File: src/rtl/frv_bram_bridge.sv
// Registered bridge from a core req/gnt + recv/ack memory port onto one BRAM port.
// Absorbs the BRAM's one-cycle read latency and buffers up to three responses for ack back-pressure.
module frv_bram_bridge #(
  parameter logic [31:0] BRAM_BASE = 32'h0000_0000,
  parameter logic [31:0] BRAM_SIZE = 32'h0001_0000
) (
  input  logic        g_clk,
  input  logic        g_reset,
  input  logic        mem_req,
  output logic        mem_gnt,
  input  logic        mem_wen,
  input  logic [3:0]  mem_strb,
  input  logic [31:0] mem_wdata,
  input  logic [31:0] mem_addr,
  output logic        mem_recv,
  input  logic        mem_ack,
  output logic        mem_error,
  output logic [31:0] mem_rdata,
  output logic        bram_cen,
  output logic [31:0] bram_addr,
  output logic [31:0] bram_wdata,
  output logic [3:0]  bram_wstrb,
  input  logic        bram_stall,
  input  logic [31:0] bram_rdata
);

  logic [31:0] offset;
  logic        in_range;
  logic        space;
  logic        accept;
  logic        push;
  logic        pop;
  logic        push_error;
  logic [31:0] push_data;

  logic        inflight_valid;
  logic        inflight_error;
  logic        inflight_wen;

  logic [1:0]  fifo_count;
  logic [1:0]  count_nxt;
  logic        fifo_err  [3];
  logic [31:0] fifo_data [3];
  logic        err_nxt   [3];
  logic [31:0] data_nxt  [3];

  assign offset   = mem_addr - BRAM_BASE;
  assign in_range = offset < BRAM_SIZE;
  assign space    = ({1'b0, fifo_count} + {2'b00, inflight_valid}) < 3'd3;

  assign bram_cen   = mem_req && in_range && space;
  assign bram_addr  = {offset[31:2], 2'b00};
  assign bram_wdata = mem_wdata;
  assign bram_wstrb = mem_wen ? mem_strb : 4'b0000;

  assign mem_gnt = space && (!in_range || !bram_stall);
  assign accept  = mem_req && mem_gnt;

  assign push       = inflight_valid;
  assign push_error = inflight_error;
  assign push_data  = (inflight_error || inflight_wen) ? '0 : bram_rdata;

  assign mem_recv  = fifo_count != 2'd0;
  assign pop       = mem_recv && mem_ack;
  assign mem_error = fifo_err[0];
  assign mem_rdata = fifo_data[0];

  // Shift-down FIFO: slot 0 is the registered head. Vacated slots are
  // refilled with zero so the head reads as zero whenever the FIFO is empty.
  always_comb begin
    err_nxt   = fifo_err;
    data_nxt  = fifo_data;
    count_nxt = fifo_count;
    if (pop) begin
      for (int unsigned i = 0; i < 2; i++) begin
        err_nxt[i]  = fifo_err[i + 1];
        data_nxt[i] = fifo_data[i + 1];
      end
      err_nxt[2]  = 1'b0;
      data_nxt[2] = '0;
      count_nxt   = fifo_count - 2'd1;
    end
    if (push) begin
      for (int unsigned i = 0; i < 3; i++) begin
        if (i == 32'(count_nxt)) begin
          err_nxt[i]  = push_error;
          data_nxt[i] = push_data;
        end
      end
      count_nxt = count_nxt + 2'd1;
    end
  end

  always_ff @(posedge g_clk) begin
    if (g_reset) begin
      inflight_valid <= 1'b0;
      inflight_error <= 1'b0;
      inflight_wen   <= 1'b0;
      fifo_count     <= '0;
      for (int unsigned i = 0; i < 3; i++) begin
        fifo_err[i]  <= 1'b0;
        fifo_data[i] <= '0;
      end
    end else begin
      inflight_valid <= accept;
      inflight_error <= !in_range;
      inflight_wen   <= mem_wen;
      fifo_count     <= count_nxt;
      fifo_err       <= err_nxt;
      fifo_data      <= data_nxt;
    end
  end

endmodule
File: config.mk
export PLATFORM = sky130hd
export DESIGN_NAME = frv_bram_bridge
export DESIGN_NICKNAME = d
export VERILOG_FILES = /design/src/rtl/frv_bram_bridge.sv
export SDC_FILE = /design/constraint.sdc
export NUM_CORES = 1
export LEC_CHECK = 0
export ABC_AREA = 1
export CAP_MARGIN = 30
export CORE_MARGIN = 2
export CORE_UTILIZATION = 46
export DETAILED_ROUTE_END_ITERATION = 8
export PLACE_DENSITY = 0.89
export SETUP_SLACK_MARGIN = 0.15
export SLEW_MARGIN = 30
export SYNTH_ARGS = -nofsm -noshare
export SYNTH_HDL_FRONTEND = slang
export SYNTH_SLANG_ARGS = --single-unit
File: constraint.sdc
create_clock -name g_clk -period 2.7 [get_ports g_clk]
set_input_delay 0.54 -clock g_clk [delete_from_list [all_inputs] [get_ports g_clk]]
set_output_delay 0.54 -clock g_clk [all_outputs]
set_load 0.005 [all_outputs]
==> flow_summary.toml <==
[logic_synthesis]
ys_warn_count = 0
syn_area_per_cell_sq_um = 6.846
ys_types = 26
ys_seq_elements = 104
syn_area_sq_um = 6052
ys_seq_area_share_pct = 34.40
syn_inst = 884

[clock_tree]
clk_latency_ns = 0.34
numCtsBuffers = 9
cts_tree = "built"
root_buffer = "clkbuf_16"
cts.clk_slew.worst_paths_ns = 0.07
cts.sinks = 104
clock_path_buffers = 2
cts.htree.levels = 3

[global_route]
grt_pass1_wl_mm = 22.45
grt_max_degree = 102
overflow = 0
antenna_found_initial = 0
first_global_vias = 4835
global_route.usage.total_pct = 18.93

[critical_path]
crit_path_end_kind = "output port"
cp-start-kind = "input port"
startpoint = "mem_addr[17]"
r2r_cells = 11
critPathKind = "input port to output port"
regToRegSetupSlack_ns = 0.48
path_max_fanout = 3
crit_end = "bram_cen"
cp.required_ns = 2.16
cp.arrival_ns = 1.73
reg2reg_to = "fifo_data[51]$_SDFF_PP0_"
r2r-start = "fifo_count[0]$_SDFF_PP0_"

[floorplan]
pin_count = 210
start_util_pct = 47.57
die_y_microns = 118.7
dieWidth_microns = 118.7
rows = 41
die_area_sq_um = 14090
fp.coreArea_sq_um = 12720

[sta]
setup_viol_count_final = 0
fin_crit_sh_pct = 84.06
skew_ns = 0.008345
tightest_slew_ns = 0.5786
rsz0062_at_grt = "no"
hold_viol = 0
slew_headroom_pct = 61.42
setup-tns-final_ns = 0
fmax_ghz = 0.4406
finalMaxSlewViolations = 0
period_needed_ns = 2.269

[routing]
num_vias = 5208
wl_per_cell_microns = 12.65
vias_per_cell = 4.974
drt_iter0_drc = 546
drt_first_pass_iters = 5
routed_wl_mm = 13.25
antenna_left = 0
drc = 0

[place]
dp_hpwl_mm = 8.573
place.gp.congestion = 0.7614
placement.io_buffers = 113
postPlaceCellArea_sq_um = 6528

[outcome]
status = "complete, no violations"

[hold_path]
hp-class = "register to register"
hold_start = "fifo_err[0]$_SDFF_PP0_"

[power_and_ir_drop]
worst_ir_drop_vdd_uv = 383.3
power_density_nw_per_um2 = 621.2
p_leak_nw = 2.957

[layout]
drive_gt1_share_pct = 8.571
syn_to_final_growth_pct = 13.25
nets = 982
diodes = 0
fin_area_sq_um = 6854

[run]
maxCapViolations = 0
per-layer routing:
layer / wire (microns) / part of all wire, % / global-route usage [%]
met4: 145 / 1.1 / 5.804
met5: 0 / 0 / 0
met1: 5739 / 43 / 23.41
met2: 6543 / 49 / 32.61
met3: 817 / 6.2 / 4.247
area by class of cell:
cell class | count | area (sq um)
Timing Repair Buffer | 128 | 1303
Fill cell | 1226 | 5868
Sequential cell | 104 | 2082
Clock inverter | 7 | 81.33
Multi-Input combinational cell | 575 | 2753
Clock buffer | 9 | 225.2
Tap cell | 172 | 215.2
Inverter | 52 | 195.2
logic make-up (layout without fill, tap and decap cells):
logic type / Yosys count / count (layout) / share of synthesized area [%]
other cells: 1 / 2 / 0.06196
flops: 104 / 104 / 34.40
fa+ha+maj: 6 / 6 / 1.240
compound gates: 137 / 137 / 11.47
simple gates: 430 / 430 / 32.17
buf+inv: 206 / 196 / 20.65
worst min path at each step:
| stage | to | slack (ns) | cells past startpoint |
|---|---|---|---|
| 6_report | fifo_err[0]$_SDFF_PP0_ | 0.50 | 2 |
| 2_1_floorplan | fifo_err[0]$_SDFF_PP0_ | 0.46 | 2 |
| 3_3_place_gp | fifo_err[0]$_SDFF_PP0_ | 0.47 | 2 |
| 3_5_place_dp | fifo_err[0]$_SDFF_PP0_ | 0.49 | 2 |
| 4_1_cts | fifo_err[0]$_SDFF_PP0_ | 0.50 | 2 |
| 5_1_grt | fifo_data[3]$_SDFF_PP0_ | 0.54 | 2 |
registers in the layout, indices dropped and copies added, names as in the netlist:
| signal | count |
|---|---|
| fifo_count | 2 |
| fifo_data | 64 |
| fifo_err | 2 |
| inflight_error | 1 |
| inflight_valid | 1 |
| inflight_wen | 1 |
| mem_error | 1 |
| mem_rdata | 32 |
timing repair:
action | in CTS | in global routing
buffers inserted | 0 | 0
hold buffers | 0 | 0
setup endpoints to repair | 2 | 1
resized for setup | 6 | 2
pin swaps | 1 | 3
gates cloned | 0 | 0
critical path: stages:
cell and delay [ns]:
clkdlybuf4s50_1 0.43, nor2_2 0.15, nand2_1 0.08, nor2_2 0.15, nand2_1 0.07, nor2_1 0.07
dlygate4sd2_1 0.24
power breakdown:
part	switching (W)	internal (W)	total, W
combinational	0.000664	0.000502	0.00117
clock	0.000586	0.000729	0.00132
sequential	0.0000821	0.00169	0.00178
synth_stat cells:
master | n | area, sq um
nor2_1 | 176 | 660.6
inv_2 | 2 | 7.510
a21oi_1 | 36 | 180.2
o21ai_1 | 43 | 215.2
and2_1 | 1 | 6.260
buf_12 | 3 | 60.06
ha_1 | 6 | 75.07
o21ai_0 | 55 | 275.3
inv_1 | 50 | 187.7
nor2_4 | 29 | 326.6
clkbuf_1 | 24 | 90.09
a21oi_2 | 1 | 8.760
or2_1 | 1 | 6.260
nand2_1 | 149 | 559.3
o211ai_1 | 2 | 15.01
clkbuf_8 | 1 | 13.76
buf_4 | 98 | 735.7
nand3_1 | 71 | 355.3
nand2_2 | 2 | 12.51
dfxtp_1 | 104 | 2082
clkbuf_4 | 1 | 7.510
conb_1 | 1 | 3.750
clkbuf_2 | 2 | 10.01
buf_2 | 23 | 115.1
buf_6 | 2 | 22.52
nor2_8 | 1 | 20.02
stage by stage:
stage               utilization, %  hold slack, ns  power [W]  instances  setup slack, ns
floorplan                        -          0.4616   0.002700        885           0.6891
detailed placement           51.31          0.4858   0.002979       1031          0.04363
CTS                          53.84          0.5020   0.004293       1047           0.1427
global placement             51.31          0.4735   0.002944       1031           0.1142
finish                       53.87          0.4970   0.004258       1047           0.4305
global route                 53.87          0.5384   0.004495       1047           0.2627
layout by cell type, fill, tap and decap left out, drive strengths merged, types with 6 or more instances in the layout:
| cell type | n |
|---|---|
| ha | 6 |
| dfxtp | 104 |
| a21oi | 37 |
| nor2 | 206 |
| nand2 | 151 |
| buf | 16 |
| o21ai | 98 |
| nand3 | 71 |
| clkdlybuf4s50 | 110 |
| clkbuf | 9 |
| inv | 53 |
(Power assumes the default switching activity.)
